<file path="config.mk">
export PLATFORM = sky130hd
export DESIGN_NAME = video_scan_ctrl
export DESIGN_NICKNAME = d
export VERILOG_FILES = /design/src/rtl/video_scan_pkg.sv /design/src/rtl/video_timing_gen.sv /design/src/rtl/video_scan_ctrl.sv
export SDC_FILE = /design/constraint.sdc
export NUM_CORES = 1
export LEC_CHECK = 0
export ABC_AREA = 1
export BUFFER_PORTS_ARGS = -buffer_cell sky130_fd_sc_hd__buf_2
export CORE_MARGIN = 5
export CORE_UTILIZATION = 45
export DETAILED_ROUTE_END_ITERATION = 10
export GPL_ROUTABILITY_DRIVEN = 0
export PLACE_DENSITY = 0.66
export SLEW_MARGIN = 5
export SYNTH_ARGS = -nofsm -noshare
export SYNTH_HDL_FRONTEND = slang
export SYNTH_SLANG_ARGS = --single-unit
</file>
<file path="constraint.sdc">
create_clock -name clk -period 3.66 [get_ports clk]
set_input_delay 0.732 -clock clk [delete_from_list [all_inputs] [get_ports clk]]
set_output_delay 0.732 -clock clk [all_outputs]
set_load 0.01 [all_outputs]
</file>
<file path="src/rtl/video_scan_pkg.sv">
// video_scan_pkg: raster timing and framebuffer placement shared by the
// controller and the top-level SRAM address mux.
package video_scan_pkg;
    typedef struct packed {
        int          h_act;
        int          h_fp;
        int          h_sync;
        int          h_bp;
        int          v_act;
        int          v_fp;
        int          v_sync;
        int          v_bp;
        logic [21:0] base;
    } timing_t;

    localparam timing_t XGA_60 = '{h_act: 1024, h_fp: 24, h_sync: 136, h_bp: 160,
                                   v_act: 768, v_fp: 3, v_sync: 6, v_bp: 29,
                                   base: 22'h039FC0};

    function automatic int h_tot(timing_t t);
        return t.h_act + t.h_fp + t.h_sync + t.h_bp;
    endfunction

    function automatic int v_tot(timing_t t);
        return t.v_act + t.v_fp + t.v_sync + t.v_bp;
    endfunction

    function automatic int wpl(timing_t t);
        return t.h_act / 32;
    endfunction

    // Top display line sits at the highest addresses of the framebuffer.
    function automatic logic [21:0] fb_top(timing_t t);
        return t.base + 22'((t.v_act - 1) * wpl(t));
    endfunction

    localparam int          H_TOT = h_tot(XGA_60);
    localparam int          V_TOT = v_tot(XGA_60);
    localparam int          WPL   = wpl(XGA_60);
    localparam logic [21:0] BASE  = XGA_60.base;
endpackage

</file>
<file path="src/rtl/video_timing_gen.sv">
// video_timing_gen: raster counters, sync/active decode and framebuffer
// fetch strobes, all decoded from the current counter state.
module video_timing_gen
    import video_scan_pkg::*;
#(
    parameter timing_t T = XGA_60
) (
    input  logic clk,
    input  logic rst,
    output logic active_o,
    output logic hsync_n_o,
    output logic vsync_n_o,
    output logic load_o,
    output logic fetch_o,
    output logic first_o,
    output logic last_o,
    output logic reload_o
);
    localparam int HT = h_tot(T);
    localparam int VT = v_tot(T);
    localparam int HW = $clog2(HT + 1);
    localparam int VW = $clog2(VT + 1);

    logic [HW-1:0] hcnt_q, hcnt_d;
    logic [VW-1:0] vcnt_q, vcnt_d;
    logic          hwrap, pre, mid;

    always_ff @(posedge clk) begin
        if (!rst) begin
            hcnt_q <= '0;
            vcnt_q <= '0;
        end else begin
            hcnt_q <= hcnt_d;
            vcnt_q <= vcnt_d;
        end
    end

    always_comb begin
        hwrap     = hcnt_q == HW'(HT - 1);
        hcnt_d    = hwrap ? '0 : hcnt_q + HW'(1);
        vcnt_d    = !hwrap ? vcnt_q : vcnt_q == VW'(VT - 1) ? '0 : vcnt_q + VW'(1);
        active_o  = hcnt_q < HW'(T.h_act) && vcnt_q < VW'(T.v_act);
        hsync_n_o = !(hcnt_q >= HW'(T.h_act + T.h_fp) && hcnt_q < HW'(T.h_act + T.h_fp + T.h_sync));
        vsync_n_o = !(vcnt_q >= VW'(T.v_act + T.v_fp) && vcnt_q < VW'(T.v_act + T.v_fp + T.v_sync));
        load_o    = active_o && hcnt_q[4:0] == 5'd0;
        // Word 0 of the next line is prefetched near the end of the current one.
        first_o   = hcnt_q == HW'(HT - 16) && vcnt_q == VW'(VT - 1);
        pre       = hcnt_q == HW'(HT - 16) && (vcnt_q < VW'(T.v_act - 1) || first_o);
        mid       = vcnt_q < VW'(T.v_act) && hcnt_q[4:0] == 5'd16 && hcnt_q <= HW'(T.h_act - 48);
        fetch_o   = pre || mid;
        last_o    = hcnt_q == HW'(T.h_act - 48);
        reload_o  = hcnt_q == '0 && vcnt_q == VW'(T.v_act);
    end
endmodule

</file>
<file path="src/rtl/video_scan_ctrl.sv">
// video_scan_ctrl: monochrome raster controller stealing one SRAM cycle per
// 32 pixels; fetch pointer, word buffer and pixel shifter live here.
module video_scan_ctrl
    import video_scan_pkg::*;
#(
    parameter timing_t T = XGA_60
) (
    input  logic        clk,
    input  logic        rst,
    input  logic        inv_i,
    input  logic [31:0] viddata_i,
    output logic        req_o,
    output logic [21:0] vidadr_o,
    output logic        hsync_o,
    output logic        vsync_o,
    output logic        de_o,
    output logic        pix_o
);
    localparam logic [21:0] TOP       = fb_top(T);
    localparam logic [21:0] LINE_BACK = 22'(2 * wpl(T) - 1);

    logic        active, hsync_n, vsync_n, load, fetch, first, last, reload;
    logic        primed_q, primed_d;
    logic [21:0] ptr_q, ptr_d;
    logic [31:0] buf_q, buf_d, sh_q, sh_d;
    logic        hs_q, vs_q, de_q, pix_q, pix_d;

    video_timing_gen #(.T(T)) u_timing (
        .clk       (clk),
        .rst       (rst),
        .active_o  (active),
        .hsync_n_o (hsync_n),
        .vsync_n_o (vsync_n),
        .load_o    (load),
        .fetch_o   (fetch),
        .first_o   (first),
        .last_o    (last),
        .reload_o  (reload)
    );

    // Fetching stays off after reset until the line-0 prefetch of a whole frame.
    always_comb begin
        req_o    = rst && fetch && (primed_q || first);
        primed_d = primed_q || first;
        ptr_d    = req_o ? (last ? ptr_q - LINE_BACK : ptr_q + 22'd1) : reload ? TOP : ptr_q;
        buf_d    = req_o ? viddata_i : buf_q;
        sh_d     = load ? buf_q : sh_q >> 1;
        pix_d    = active && (sh_d[0] ^ inv_i);
    end

    always_ff @(posedge clk) begin
        if (!rst) begin
            primed_q <= 1'b0;
            ptr_q    <= TOP;
            buf_q    <= '0;
            sh_q     <= '0;
            hs_q     <= 1'b1;
            vs_q     <= 1'b1;
            de_q     <= 1'b0;
            pix_q    <= 1'b0;
        end else begin
            primed_q <= primed_d;
            ptr_q    <= ptr_d;
            buf_q    <= buf_d;
            sh_q     <= sh_d;
            hs_q     <= hsync_n;
            vs_q     <= vsync_n;
            de_q     <= active;
            pix_q    <= pix_d;
        end
    end

    assign vidadr_o = ptr_q;
    assign hsync_o  = hs_q;
    assign vsync_o  = vs_q;
    assign de_o     = de_q;
    assign pix_o    = pix_q;
endmodule

</file>
Yosys cells after proc, flatten, opt, wreduce, memory -nomap -nowiden --
Index checks and enable logic that the tools add are counted. W data, S select, Z words.
Operators by class: reductions and logical operators 22, $add $sub $neg 4, bitwise operators 2, muxes and demuxes 5, $lt $le $gt $ge 8, equal/unequal tests 6
Operators by type and width (count):
- $mux W22 | 3
- $mux W31 | 1
- $lt A10 B10 Y1 const B | 3
- $add A22 B1 Y22 const B | 1
- $eq A11 B11 Y1 const B | 2
- $lt A11 B11 Y1 const B | 2
- $sub A22 B6 Y22 const B | 1
- $eq A10 B10 Y1 const B | 2
- $logic_and A1 B1 Y1 | 12
- $add A11 B1 Y11 const B | 1
- $eq A11 B10 Y1 const B | 1
- $ge A11 B11 Y1 const B | 1
- $le A11 B10 Y1 const B | 1
- $logic_not A11 Y1 | 1
- $add A10 B1 Y10 const B | 1
- $ge A10 B10 Y1 const B | 1
- $mux W10 | 1
- $eq A5 B5 Y1 const B | 1
- $logic_not A5 Y1 | 1
- $logic_or A1 B1 Y1 | 3
- $logic_not A1 Y1 | 2
- $reduce_and A2 Y1 | 1
- $reduce_bool A2 Y1 | 1
- $reduce_or A2 Y1 | 1
- other kinds (2) | 2
Word-level totals: flip-flop bits (word level) 112, input bits 35, output and inout port bits 27

Logic depth before layout (Yosys ltp) --
depth after elaboration 8, depth in mapped cells 15

Hierarchy --
From an unflattened synthesis, not the netlist that was laid out.
Second synthesis, totals: cells, all modules 815, area, all modules 5577.8 um^2
By module, submodules not included:
- video_scan_ctrl | cells each 616, sequential area each 1801.7 um^2, instances 1, area an instance 4267.8 um^2
- video_timing_gen | cells each 199, sequential area each 420.4 um^2, instances 1, area an instance 1310.0 um^2

Worst setup path before layout --
No wires, ideal clock.
path type register to register, start reg u_timing.hcnt_q[6], end reg ptr_q[16], in the netlist vidadr_o[16], required time 3527 ps, arrival 3287 ps, path slack 240 ps, cell stages (with the launch flop) 13, buffers on the path 1, cell sequence dfxtp_1 > buf_2 > nand2_1 > nor4b_1 > ha_1 > a21oi_1 > nor2_1 > o21ai_0 > nand4_1 > nand2_1 > nand2_1 > nand2_1 > nand3_1
Between the ends: cells in the longest elaborated chain, start to end 8
Ends and longest elaborated chain:
- start: declaration | RTL line video_timing_gen.sv:24 | logic [HW-1:0] hcnt_q, hcnt_d;
- start signal: assignment | RTL line video_timing_gen.sv:33 | hcnt_q <= hcnt_d;
- parallel branches: the longest is 8 deep, another holds $le A11 B10 Y1
- end signal: assignment | RTL line video_scan_ctrl.sv:63 | ptr_q <= ptr_d;
- end: declaration | RTL line video_scan_ctrl.sv:24 | logic [21:0] ptr_q, ptr_d;
Parallel ways; which one is timed is not known. A chain may end at the register's enable or synchronous reset.

Final worst setup path --
start reg u_timing.vcnt_q[1], end out req_o
Between the ends: cells in the longest elaborated chain, start to end 7
Ends and longest elaborated chain:
- start: declaration | RTL line video_timing_gen.sv:25 | logic [VW-1:0] vcnt_q, vcnt_d;
- start signal: assignment | RTL line video_timing_gen.sv:34 | vcnt_q <= vcnt_d;
- parallel branches: the longest is 6 deep, another holds $lt A10 B10 Y1
- $logic_and A1 B1 Y1 (*) | RTL line video_scan_ctrl.sv:43 | req_o = rst && fetch && (primed_q || first);
- end: declaration | RTL line video_scan_ctrl.sv:12 | output logic req_o,
Mark *: on every way between the ends.

==> results.json <==
{
  "worst_ep_required_time_ps": 2930,
  "postCtsSetupBuffers": 0,
  "syn_inst": 809,
  "yosysWarnings": 0,
  "final.min_clock_period_ps": 2810,
  "syn-num-nets": 866,
  "cp_data_arrival_time_ps": 2080,
  "crit_chain": "inv_1 > ha_1 > nand3_1 > nor2_1 > nand2_2 > nand2_1 > nand2_2 > nor2_8 > buf_2",
  "setup_viol": 0,
  "path_delay_family": "simple AND/OR/NAND/NOR gates",
  "max_stage_delay_ps": 330,
  "max-vdd-ir-drop_mv": 0.262,
  "timing.slew.headroom_pct": 45.9,
  "multiInputGateArea_mm2": 0.00296,
  "yosys.area.top_type": "dfxtp_1",
  "clock_latency_ps": 360,
  "fp.dieW_um": 122,
  "portBuffers": 61,
  "yosys_register_bits": 111,
  "cts_htree_levels": 3,
  "vias_per_cell": 4.89,
  "num_vias": 5051,
  "place_hpwl_um": 9110,
  "route.detailed.drc": 0,
  "start_kind": "register",
  "outcome": "completed",
  "cts_root_buffer": "clkbuf_16",
  "cts_tree": "yes",
  "hold_class": "register to register",
  "critPathBufInv": 2,
  "syn_area_mm2": 0.00560,
  "worstSetupPathType": "register to output port",
  "period_share_pct": 76.9,
  "rsz0062_at_grt": "no",
  "clockBufferDepth": 2,
  "yosysTopAreaCellShare_pct": 39.7,
  "cts.sinks": 111,
  "final-seq-area_mm2": 0.00222,
  "synthTopCellsByArea": "dfxtp_1 40%, nand2_1 14%, nor2_1 8.0%, nand3_1 7.7%, ha_1 4.9%",
  "async_reset_ff_share_pct": 0,
  "p_leak_nw": 3.03,
  "area_delta_synth_final_pct": 12.9,
  "p_per_area_mw_per_mm2": 378,
  "synth_ff_type": "dfxtp_1",
  "worst-path-max-fanout": 22,
  "core_mm2": 0.0121,
  "fmax_mhz": 355,
  "holdBufCountCts": 0,
  "cts_resized": 0,
  "dieHeight_um": 122,
  "worstSetupEndpointType": "output port",
  "antenna_found_initial": 0,
  "antenna_left": 0,
  "grt_max_degree": 68,
  "start_util_pct": 46.2,
  "maxCapViolCount": 0,
  "io_pins": 62,
  "grt_pass1_wl_um": 21300,
  "fill_cells": 1238,
  "skew_ps": 12.3,
  "cp_slowest_cell": "dfxtp_1",
  "nets": 916,
  "tightest_slew_ps": 809,
  "drtIter0Drc": 429,
  "dieArea_mm2": 0.0148,
  "cts_buffers": 9,
  "wire_per_inst_um": 12.1,
  "track_usage_pct": 17.5,
  "path_common_cell": "nand2_2",
  "pre_cts_ws_ps": 1090,
  "worst_slack_ps": 846,
  "yosysUniqueCellTypes": 40,
  "first_pass_iters": 5,
  "seq_area_frac_synth_pct": 39.7,
  "hold_viol": 0,
  "tns_ps": 0,
  "rows": 40,
  "grt_overflow_total": 0,
  "synth_edf_count": 0,
  "drv_slew": 0,
  "drive_gt1_share_pct": 14.0,
  "syn_avg_cell_area_um2": 6.92,
  "grt_pass1_vias": 4555,
  "routed_wl_um": 12500,
  "clk_pin_slew_ps": 80,
  "n_antenna_cell": 0
}
[worst register-to-register path, delay by kind of cell, from the launching register on]
kind	cells	cell delay, ps
fa+ha+maj	1	250
buf+inv	2	340
simple gates	12	1470
flops	1	490
[area by class of cell]
cell class / instances / area share (%)
flip-flops and latches: 111 / 35.1
well taps: 168 / 3.32
clock inverters: 6 / 1.09
multi-input cells: 599 / 46.8
repair buffers: 69 / 5.78
clock buffers: 10 / 3.78
inverters: 69 / 4.10
[synth_stat cells, types with 4 or more instances]
cell,count
buf_6,5
dfxtp_1,111
nand3b_1,5
a21oi_1,26
o21ai_0,46
inv_2,5
nand4_1,12
nor3_1,11
nand2_1,211
nand3_1,86
nor2_1,119
buf_2,4
a21oi_2,5
ha_1,22
nand2_2,11
xor2_1,8
inv_1,64
clkbuf_1,15
nand3_2,4
and2_1,4
[placed cells by master, fill, tap and decap left out, types with 2 or more instances in the layout]
cell type,count
a21oi_1,26
a21oi_2,5
and2_1,4
buf_2,61
buf_4,8
clkbuf_16,9
clkinv_8,2
dfxtp_1,111
ha_1,22
inv_1,64
inv_2,5
inv_6,2
nand2_1,211
nand2_2,11
nand3_1,86
nand3_2,4
nand3b_1,5
nand4_1,12
nor2_1,119
nor2_2,3
nor2_4,2
nor3_1,11
nor3b_1,3
nor4_1,2
o21ai_0,46
o21ai_1,3
or2_2,3
xnor2_1,2
xor2_1,8
[routing by layer]
metal | vias to the layer above | part of all wire [%] | GRT usage (%) | wire [um]
met2 | 94 | 45 | 27.9 | 5620
met1 | 2233 | 49 | 23.8 | 6120
met4 | 0 | 0.68 | 3.43 | 85
li1 | 2715 | - | - | -
met5 | - | 0 | 0 | 0
met3 | 9 | 5.4 | 4.97 | 669
[through the flow]
stage | power, mW | instance area, um2 | cells | hold slack [ps] | util [%]
finish | 2.39 | 6320 | 1032 | 457 | 52.2
global route | 2.50 | 6320 | 1032 | 482 | 52.2
CTS | 2.42 | 6320 | 1032 | 461 | 52.2
detailed placement | 1.43 | 6020 | 1016 | 438 | 49.7
global placement | 1.43 | 6020 | 1016 | 432 | 49.7
floorplan | 1.38 | 5600 | 809 | 417 | -
[path summary, 6_finish.rpt]
kind	from	end	slack, ps	cells past startpoint
setup / recovery	u_timing.vcnt_q[1]	req_o	850	9
hold reg to reg	buf_q[31]	sh_q[31]	460	2
hold / removal	buf_q[31]	sh_q[31]	460	2
setup reg to reg	u_timing.hcnt_q[7]	vidadr_o[12]	1070	15
[report_power, final]
| group | switching (mW) | internal (mW) |
|---|---|---|
| Clock | 0.484 | 0.502 |
| Sequential | 0.00922 | 1.25 |
| Combinational | 0.0987 | 0.0526 |
| Total | 0.592 | 1.80 |
[registers in the layout (all words and copies together) (netlist names)]
name,count
u_timing.hcnt_q,11
pix_o,1
buf_q,32
de_o,1
sh_q,31
vsync_o,1
primed_q,1
vidadr_o,22
u_timing.vcnt_q,10
hsync_o,1
[kinds of logic after synthesis]
group                    Yosys count  synth area share, %
XOR/XNOR                          10                 1.56
adder cells (fa/ha/maj)           22                 4.92
AND/OR/NAND/NOR                  479                 37.5
flip-flops                       111                 39.7
AO/OA/AOI/OAI                     88                 8.74
buffers and inverters             99                 7.60
(Power assumes the default switching activity.)
